**config.mk**
```make
export PLATFORM = sky130hd
export DESIGN_NAME = max7219_frame_sequencer
export DESIGN_NICKNAME = d
export VERILOG_FILES = /design/src/rtl/max7219_frame_sequencer.sv
export SDC_FILE = /design/constraint.sdc
export NUM_CORES = 1
export LEC_CHECK = 0
export ABC_AREA = 0
export BUFFER_PORTS_ARGS = -buffer_cell sky130_fd_sc_hd__buf_2
export CORE_UTILIZATION = 55
export DETAILED_ROUTE_END_ITERATION = 8
export PLACE_DENSITY = 0.85
export SLEW_MARGIN = 20
export SYNTH_ARGS = -nofsm -noshare
export SYNTH_HDL_FRONTEND = slang
export SYNTH_SLANG_ARGS = --single-unit
export TNS_END_PERCENT = 30
```
**constraint.sdc**
```tcl
create_clock -name i_Clk -period 4.2 [get_ports i_Clk]
set_input_delay 0.42 -clock i_Clk [delete_from_list [all_inputs] [get_ports i_Clk]]
set_output_delay 0.42 -clock i_Clk [all_outputs]
set_load 0.05 [all_outputs]
```
**src/rtl/max7219_frame_sequencer.sv**
```systemverilog
// MAX7219 chain driver: runs the device init sequence after reset, then refreshes the eight
// digit rows from a snapshot of the pattern generator's word array. Intensity changes are
// inserted as a broadcast write between frames.
module max7219_frame_sequencer #(
  parameter int unsigned DISP_ROWS      = 1,
  parameter int unsigned DISP_COLUMNS   = 1,
  parameter int unsigned CLK_DIV        = 4,
  parameter logic [3:0]  INIT_INTENSITY = 4'h8
) (
  input  logic                                             i_Clk,
  input  logic                                             i_Rst_n,
  input  logic [0:7][DISP_ROWS-1:0][DISP_COLUMNS-1:0][15:0] i_DataStream,
  input  logic                                             i_Enable,
  input  logic [3:0]                                       i_Intensity,
  output logic                                             o_SPI_Clk,
  output logic                                             o_SPI_Mosi,
  output logic                                             o_SPI_Cs_n,
  output logic                                             o_Busy,
  output logic                                             o_FrameDone,
  output logic                                             o_InitDone
);

  localparam int unsigned N    = DISP_ROWS * DISP_COLUMNS;
  localparam int unsigned W    = 16 * N;
  localparam int unsigned BitW = $clog2(W + 1);
  localparam int unsigned DivW = $clog2(CLK_DIV + 1);

  typedef logic [0:7][DISP_ROWS-1:0][DISP_COLUMNS-1:0][15:0] frame_t;

  typedef enum logic [1:0] {StInit, StIntenUpd, StFrame, StIdle} state_e;
  typedef enum logic [2:0] {PhIdle, PhLow, PhHigh, PhTail, PhGap1, PhGap2} phase_e;

  state_e          st_q, st_d;
  phase_e          ph_q, ph_d;
  logic [2:0]      step_q, step_d, step_nxt;
  logic [DivW-1:0] div_q, div_d;
  logic [BitW-1:0] bit_q, bit_d;
  logic [W-1:0]    shift_q, shift_d;
  frame_t          frame_q, frame_d;
  logic [3:0]      int_q, int_d;
  logic            sck_q, sck_d, mosi_q, mosi_d, cs_n_q, cs_n_d;
  logic            done_q, done_d, init_done_q, init_done_d;

  logic            div_end, gap_end, start, frame_boundary, frame_entry, begin_frame;
  logic [W-1:0]    load;

  function automatic logic [15:0] init_word(input logic [2:0] idx);
    case (idx)
      3'd0:    return 16'h0F00;
      3'd1:    return 16'h0B07;
      3'd2:    return 16'h0900;
      3'd3:    return {12'h0A0, INIT_INTENSITY};
      default: return 16'h0C01;
    endcase
  endfunction

  assign step_nxt = step_q + 3'd1;
  assign div_end  = (div_q == DivW'(CLK_DIV - 1));
  assign gap_end  = (ph_q == PhGap2) && div_end;

  // Bit engine plus sequencer: decides the next transaction at each gap end.
  always_comb begin
    st_d           = st_q;
    ph_d           = ph_q;
    step_d         = step_q;
    div_d          = div_q;
    bit_d          = bit_q;
    shift_d        = shift_q;
    frame_d        = frame_q;
    int_d          = int_q;
    sck_d          = sck_q;
    mosi_d         = mosi_q;
    cs_n_d         = cs_n_q;
    done_d         = 1'b0;
    init_done_d    = init_done_q;
    start          = 1'b0;
    load           = '0;
    frame_boundary = 1'b0;
    frame_entry    = 1'b0;
    begin_frame    = 1'b0;

    if (ph_q != PhIdle) div_d = div_end ? '0 : div_q + DivW'(1);

    unique case (ph_q)
      PhLow: if (div_end) begin
        ph_d  = PhHigh;
        sck_d = 1'b1;
      end
      PhHigh: if (div_end) begin
        sck_d   = 1'b0;
        shift_d = shift_q << 1;
        mosi_d  = shift_q[W-2];
        if (bit_q == BitW'(W - 1)) begin
          ph_d = PhTail;
        end else begin
          ph_d  = PhLow;
          bit_d = bit_q + BitW'(1);
        end
      end
      PhTail: if (div_end) begin
        ph_d   = PhGap1;
        cs_n_d = 1'b1;
        if (st_q == StFrame && step_q == 3'd7) done_d = 1'b1;
      end
      PhGap1: if (div_end) ph_d = PhGap2;
      PhGap2: if (div_end) ph_d = PhIdle;
      default: ;
    endcase

    unique case (st_q)
      StInit: begin
        if (ph_q == PhIdle) begin
          start = 1'b1;
          load  = {N{init_word(step_q)}};
        end else if (gap_end) begin
          if (step_q != 3'd4) begin
            step_d = step_nxt;
            start  = 1'b1;
            load   = {N{init_word(step_nxt)}};
          end else begin
            init_done_d    = 1'b1;
            frame_boundary = 1'b1;
          end
        end
      end
      StFrame: if (gap_end) begin
        if (step_q != 3'd7) begin
          step_d = step_nxt;
          start  = 1'b1;
          load   = frame_q[step_nxt];
        end else begin
          frame_boundary = 1'b1;
        end
      end
      StIntenUpd: if (gap_end) begin_frame = 1'b1;
      StIdle:     if (i_Enable) frame_entry = 1'b1;
      default: ;
    endcase

    if (frame_boundary) begin
      if (i_Enable) frame_entry = 1'b1;
      else st_d = StIdle;
    end

    // Intensity is only compared here, so it changes strictly between frames.
    if (frame_entry) begin
      if (i_Intensity != int_q) begin
        st_d  = StIntenUpd;
        int_d = i_Intensity;
        start = 1'b1;
        load  = {N{4'h0, 4'hA, 4'h0, i_Intensity}};
      end else begin
        begin_frame = 1'b1;
      end
    end

    // Row 0 is loaded straight from the input since the snapshot lands on the same edge.
    if (begin_frame) begin
      st_d    = StFrame;
      step_d  = 3'd0;
      frame_d = i_DataStream;
      start   = 1'b1;
      load    = i_DataStream[0];
    end

    if (start) begin
      shift_d = load;
      ph_d    = PhLow;
      div_d   = '0;
      bit_d   = '0;
      cs_n_d  = 1'b0;
      sck_d   = 1'b0;
      mosi_d  = load[W-1];
    end
  end

  // State and registered SPI outputs.
  always_ff @(posedge i_Clk or negedge i_Rst_n) begin
    if (!i_Rst_n) begin
      st_q        <= StInit;
      ph_q        <= PhIdle;
      step_q      <= 3'd0;
      div_q       <= '0;
      bit_q       <= '0;
      shift_q     <= '0;
      frame_q     <= '0;
      int_q       <= INIT_INTENSITY;
      sck_q       <= 1'b0;
      mosi_q      <= 1'b0;
      cs_n_q      <= 1'b1;
      done_q      <= 1'b0;
      init_done_q <= 1'b0;
    end else begin
      st_q        <= st_d;
      ph_q        <= ph_d;
      step_q      <= step_d;
      div_q       <= div_d;
      bit_q       <= bit_d;
      shift_q     <= shift_d;
      frame_q     <= frame_d;
      int_q       <= int_d;
      sck_q       <= sck_d;
      mosi_q      <= mosi_d;
      cs_n_q      <= cs_n_d;
      done_q      <= done_d;
      init_done_q <= init_done_d;
    end
  end

  assign o_SPI_Clk   = sck_q;
  assign o_SPI_Mosi  = mosi_q;
  assign o_SPI_Cs_n  = cs_n_q;
  assign o_Busy      = (ph_q != PhIdle);
  assign o_FrameDone = done_q;
  assign o_InitDone  = init_done_q;

endmodule

```
# Word-level counts from Yosys, hierarchy flattened

Index checks and enable logic that the tools add are counted.
Widths: inputs -> output; s select.

Flip-flop bits (word level): 168
Output and inout bits: 6
Input port bits: 135

Reduce and logical (&&, ||, !) cells: 22
Order comparisons: 1
Bitwise logic cells: 3
Equal/unequal tests: 31
$add $sub $neg: 3
Muxes and demuxes: 79

Operator list:

| kind                | count |
|---|---|
| $mux 16             | 8 |
| $pmux 11 s4         | 2 |
| $bmux 16 s3         | 1 |
| $mux 15             | 3 |
| $mux 3              | 15 |
| $ne 3x3->1 const B  | 11 |
| $mux 1              | 32 |
| $pmux 16 s2         | 1 |
| $mux 12             | 2 |
| $eq 3x2->1 const B  | 7 |
| $mux 5              | 4 |
| $pmux 3 s5          | 1 |
| $mux 2              | 6 |
| $reduce_and 6->1    | 2 |
| $eq 3x1->1 const B  | 3 |
| $eq 3x3->1 const B  | 3 |
| $logic_not 3->1     | 3 |
| $reduce_bool 3->1   | 3 |
| $reduce_bool 2->1   | 4 |
| $add 3x1->3 const B | 2 |
| $pmux 1 s2          | 3 |
| $pmux 3 s2          | 1 |
| $reduce_and 2->1    | 3 |
| $reduce_and 3->1    | 2 |
| other kinds (14)    | 17 |

# Longest topological paths before layout

Depth in word-level cells: 12
Mapped depth: 13
Gate-level depth less buffers: 8

# Worst setup path after synthesis

OpenSTA, ideal clock, no wires.

Path type: register -> register
From: reg step_q[0]
To: reg shift_q[3]
Setup time: 0.126 ns
Path buffers: 4
Arrival: 3.161 ns
Period minus slack after synthesis: 3.287 ns
Cell stages (with the launch flop): 11
Setup slack: 0.913 ns
Cell sequence: dfrtp_1 -> buf_4 -> buf_1 -> inv_1 -> ha_1 -> clkbuf_1 -> buf_1 -> mux4_2 -> mux2i_1 -> o221ai_1 -> a221o_1

Cells in the longest elaborated chain, start to end: 12
Elaborated cells on any way between the ends: 47
Those cells by class: add/sub (1); eq/ne (8); mux (32); bitwise (1); reduce/logical (5)

Ends and longest elaborated chain:

| what                                       | RTL line | text |
|---|---|---|
| start, declared                            | 35       | `logic [2:0] step_q, step_d, step_nxt;` |
| start signal, assigned                     | 196      | `step_q <= step_d;` |
| $add 3x1->3                                | 57       | `assign step_nxt = step_q + 3'd1;` |
| $not 3->4 (implied by the code)            | 130      | `load = frame_q[step_nxt];` |
| $bmux 16 s3                                | 130      |  |
| $mux 16 (implied by the code) (2 in a row) | 130      |  |
| $mux 16                                    | 127      | `if (step_q != 3'd7) begin` |
| $mux 16                                    | 126      | `StFrame: if (gap_end) begin` |
| $pmux 16 s2                                | 110      | `unique case (st_q)` |
| $mux 16                                    | 147      | `if (i_Intensity != int_q) begin` |
| $mux 16                                    | 146      | `if (frame_entry) begin` |
| $mux 16                                    | 158      | `if (begin_frame) begin` |
| $mux 15                                    | 166      | `if (start) begin` |
| end signal, assigned                       | 199      | `shift_q <= shift_d;` |
| end, declared                              | 38       | `logic [W-1:0] shift_q, shift_d;` |

Several ways; a longest one is shown, not always the timed one. The select of a mux whose other input is x is not followed.
A chain may end at the register's enable or synchronous reset.

# Worst setup path in the final report

From: reg step_q[0]
To: reg frame_q[0] in the netlist's numbering

Cells in the longest elaborated chain, start to end: 7
Elaborated cells on any way between the ends: 10
Those cells by class: eq/ne (2); mux (8)

Ends and longest elaborated chain:

| what                 | RTL line | text |
|---|---|---|
| $ne 3x3->1           | 116      | `if (step_q != 3'd4) begin` |
| $mux 1               | 116      |  |
| $mux 1               | 115      | `end else if (gap_end) begin` |
| $mux 1               | 112      | `if (ph_q == PhIdle) begin` |
| $pmux 1 s2 *         | 110      |  |
| $mux 1 *             | 140      | `if (frame_boundary) begin` |
| $mux 1 *             | 146      |  |
| end signal, assigned | 200      | `frame_q <= frame_d;` |
| end, declared        | 39       | `frame_t frame_q, frame_d;` |

Every way passes the cells marked *; elsewhere a longest branch is shown, timed or not.

==> impl_results.md <==
- Routed WL: 20.1 mm
- Async S/R FF share, synth: 100%
- Routed vias: roughly 5800
- WS Path Type: flop to flop
- CTS root buffer: clkbuf_16
- Total Die Area: 15400 um2
- Post-Synthesis Cells: 629
- Vias in the first global route: a little over 6000
- Synth top area cells: dfrtp_1, mux2_2, mux4_2
- Reg2reg end: frame_q[0]$_DFFE_PN0P_
- CP delay by family, top: compound AO/OA/AOI/OAI gates
- Worst reg2reg path startpoint: step_q[0]$_DFFE_PN0P_
- Tmin final: 3400 ps
- CP arrival: 3700 ps
- Maximum VDD drop: 333 uV
- Tot GR Track Use: between 20% and 30%
- Std cell rows: 44
- Worst R2R Path Depth: 8
- Clock net sink count: 168
- Final setup violation count: 0
- Die W: 124 um
- Result of the run: finished clean
- Max-cap viol count: 0
- Net total in the final layout: a little over 900
- Cell taking the most area after synthesis: dfrtp_1
- Worst-Margin Slew: 925 ps
- First-pass GRT wire length: 32.1 mm
- Yosys Warn Count: 0
- Clock tree from TritonCTS: built
- Leak pwr: between 4 and 5 nW
- Setup TNS: 0 ps
- Post-cts sizing count: 0
- Worst-path clk slew: 60 ps
- Number of H-tree levels: 4
- Most frequent CP cell: ha_1
- Crit path max fanout: 17
- Vias/cell: 6.09
- Largest net degree at the start of global routing: 102
- Avg Synthesized Cell Area: about 13 um2
- Max Clock Skew: between 10 and 15 ps
- Core footprint: approximately 15000 um2
- Layout overhead on the synthesized area: 18.7%
- Final ANT Viol Nets: 0
- Final Cycle Share: between 80% and 90%
- RSZ-0062 raised after global routing: no
- FF-to-FF setup slack: 800 ps
- Worst path max stage delay: 670 ps
- Initial DRC Count: 491
- Post-synth net total: 775
- Max Transition Viols Final: 0
- Startpoint types: flop
- TritonRoute pass-1 iters: 6
- CP Buf/Inv Count: 1
- Hold crit path type: input pin to async pin
- Ys flop type: dfrtp_1
- Inserted Clock Buffers: 17
- Initial antenna violation count: 1
- Average wire per standard cell: 20.9 um
- Non-filler cells in the finished layout: 960
- Final HPWL DP: 14.3 mm
- CP Capture Type: flop
- Sequential area share after synthesis: between 50% and 60%
- Final WS setup: 805 ps
- Seq cells post-synth: 168
- Final Hold Slack: 64.2 ps
- # DRC: 0
- Place WS: 837 ps
- Power per cell area: about 370 nW/um2
- Total I/O pin count: 141
- FMAX: between 0.2 and 0.3 GHz
- EDFF count, synth: 0
- DP Cell Count: around 930
- Commonest cells in the netlist: dfrtp_1, mux2_2, nor2_1
- Top-count cell post-synth: dfrtp_1
- Clock buffer depth: 2
- Gpl congestion: 0.885
- Worst-path cell chain: ha_1 -> ha_1 -> nand2_1 -> a2111oi_4 -> nor2_1 -> o21ai_4 -> buf_4 -> mux2_2
- WP data required: 4510 ps
- Share of cells above drive strength 1: 45.5%
- Final hold violation count: 0
- Slowest stage cell on the critical path: dfrtp_2
- Max-slew headroom: a little under two fifths
- Synthesized area: a little over 8000 um2
- Port bufs: 140
- Worst-Skew Late Latency: 430 ps
- Synth cell types: 57
- Initial Utilization: 56.5%
- Synth top area share: roughly half
- Die height: approximately 120 um
- Setup bufs post-CTS: 0
- Grt ovf: 0
- CTS Hold Buffers Added: 0
-- layout make-up --
| class | count | area, um2 |
|---|---|---|
| inverter | 14 | 52.6 |
| timing repair buffer | 156 | 902 |
| clock buffer | 22 | 464 |
| clock inverter | 9 | 139 |
| sequential | 168 | 4210 |
| fill | 1027 | 4790 |
| antenna | 1 | 2.50 |
| multi-input combinational | 406 | 3750 |
| tap | 184 | 230 |
-- through the flow --
stage	area, um2	power, mW	utilization (%)
2_1_floorplan	8210	1.86	-
3_3_place_gp	9140	1.99	62.9
3_5_place_dp	9140	2.01	62.9
4_1_cts	9750	3.61	67.1
5_1_grt	9750	3.71	67.1
6_report	9750	3.60	67.1
-- logic make-up after synthesis --
group,count (synthesis),share of synthesized area (%)
AOI/OAI and AO/OA,85,7.34
xor gates and xnor gates,8,0.853
adders and majority gates,11,1.77
buffers and inverters,55,3.11
DFF,168,51.2
muxes,181,28.6
and+or+nand+nor,121,7.09
-- metal layers --
| metal | routed length, um | up-vias | track usage (%) | part of all wire, % |
|---|---|---|---|---|
| li1 | - | 2576 | - | - |
| met1 | 8130 | 2969 | 36.9 | 41 |
| met2 | 9870 | 251 | 45.1 | 49 |
| met3 | 1440 | 48 | 7.46 | 7.2 |
| met4 | 605 | 2 | 11.1 | 3.0 |
| met5 | 13 | - | 0 | 0.065 |
-- report_power, final --
part	switching (mW)	internal, mW	total (mW)
sequential	0.0396	1.68	1.72
clock	0.647	0.970	1.62
combinational	0.121	0.142	0.263
total	0.807	2.80	3.60
-- cells in the final DEF (no fill, tap or decap), types with 13 or more instances in the layout --
cell,n
a21oi_1,22
buf_2,139
clkbuf_16,17
dfrtp_1,165
inv_1,14
mux2_2,130
mux2i_1,21
mux4_2,30
nand2_1,35
nor2_1,39
o21ai_0,13
-- sequential cells by signal, indices dropped and copies added, names as in the netlist, 2 cells and up --
signal   cells
frame_q    128
shift_q     15
bit_q        5
int_q        4
div_q        3
ph_q         3
step_q       3
st_q         2
-- worst max-delay path by stage --
stage / start / cells past startpoint / end / slack, ps
global placement: step_q[0]$_DFFE_PN0P_ / 8 / frame_q[106]$_DFFE_PN0P_ / 840
finish: step_q[0]$_DFFE_PN0P_ / 8 / frame_q[0]$_DFFE_PN0P_ / 800
floorplan: step_q[0]$_DFFE_PN0P_ / 10 / shift_q[3]$_DFFE_PN0P_ / 910
global route: step_q[0]$_DFFE_PN0P_ / 8 / frame_q[96]$_DFFE_PN0P_ / 540
detailed placement: step_q[0]$_DFFE_PN0P_ / 8 / frame_q[0]$_DFFE_PN0P_ / 840
CTS: step_q[0]$_DFFE_PN0P_ / 8 / frame_q[0]$_DFFE_PN0P_ / 800
-- worst register-to-register path, stage by stage (launching register included) --
cell and delay, ps:
dfrtp_2 670, ha_1 260, ha_1 310, nand2_1 140, a2111oi_4 480, nor2_1 160, o21ai_4 630, buf_4 290
mux2_2 340
No activity file was read; power rests on OpenSTA's default activity.
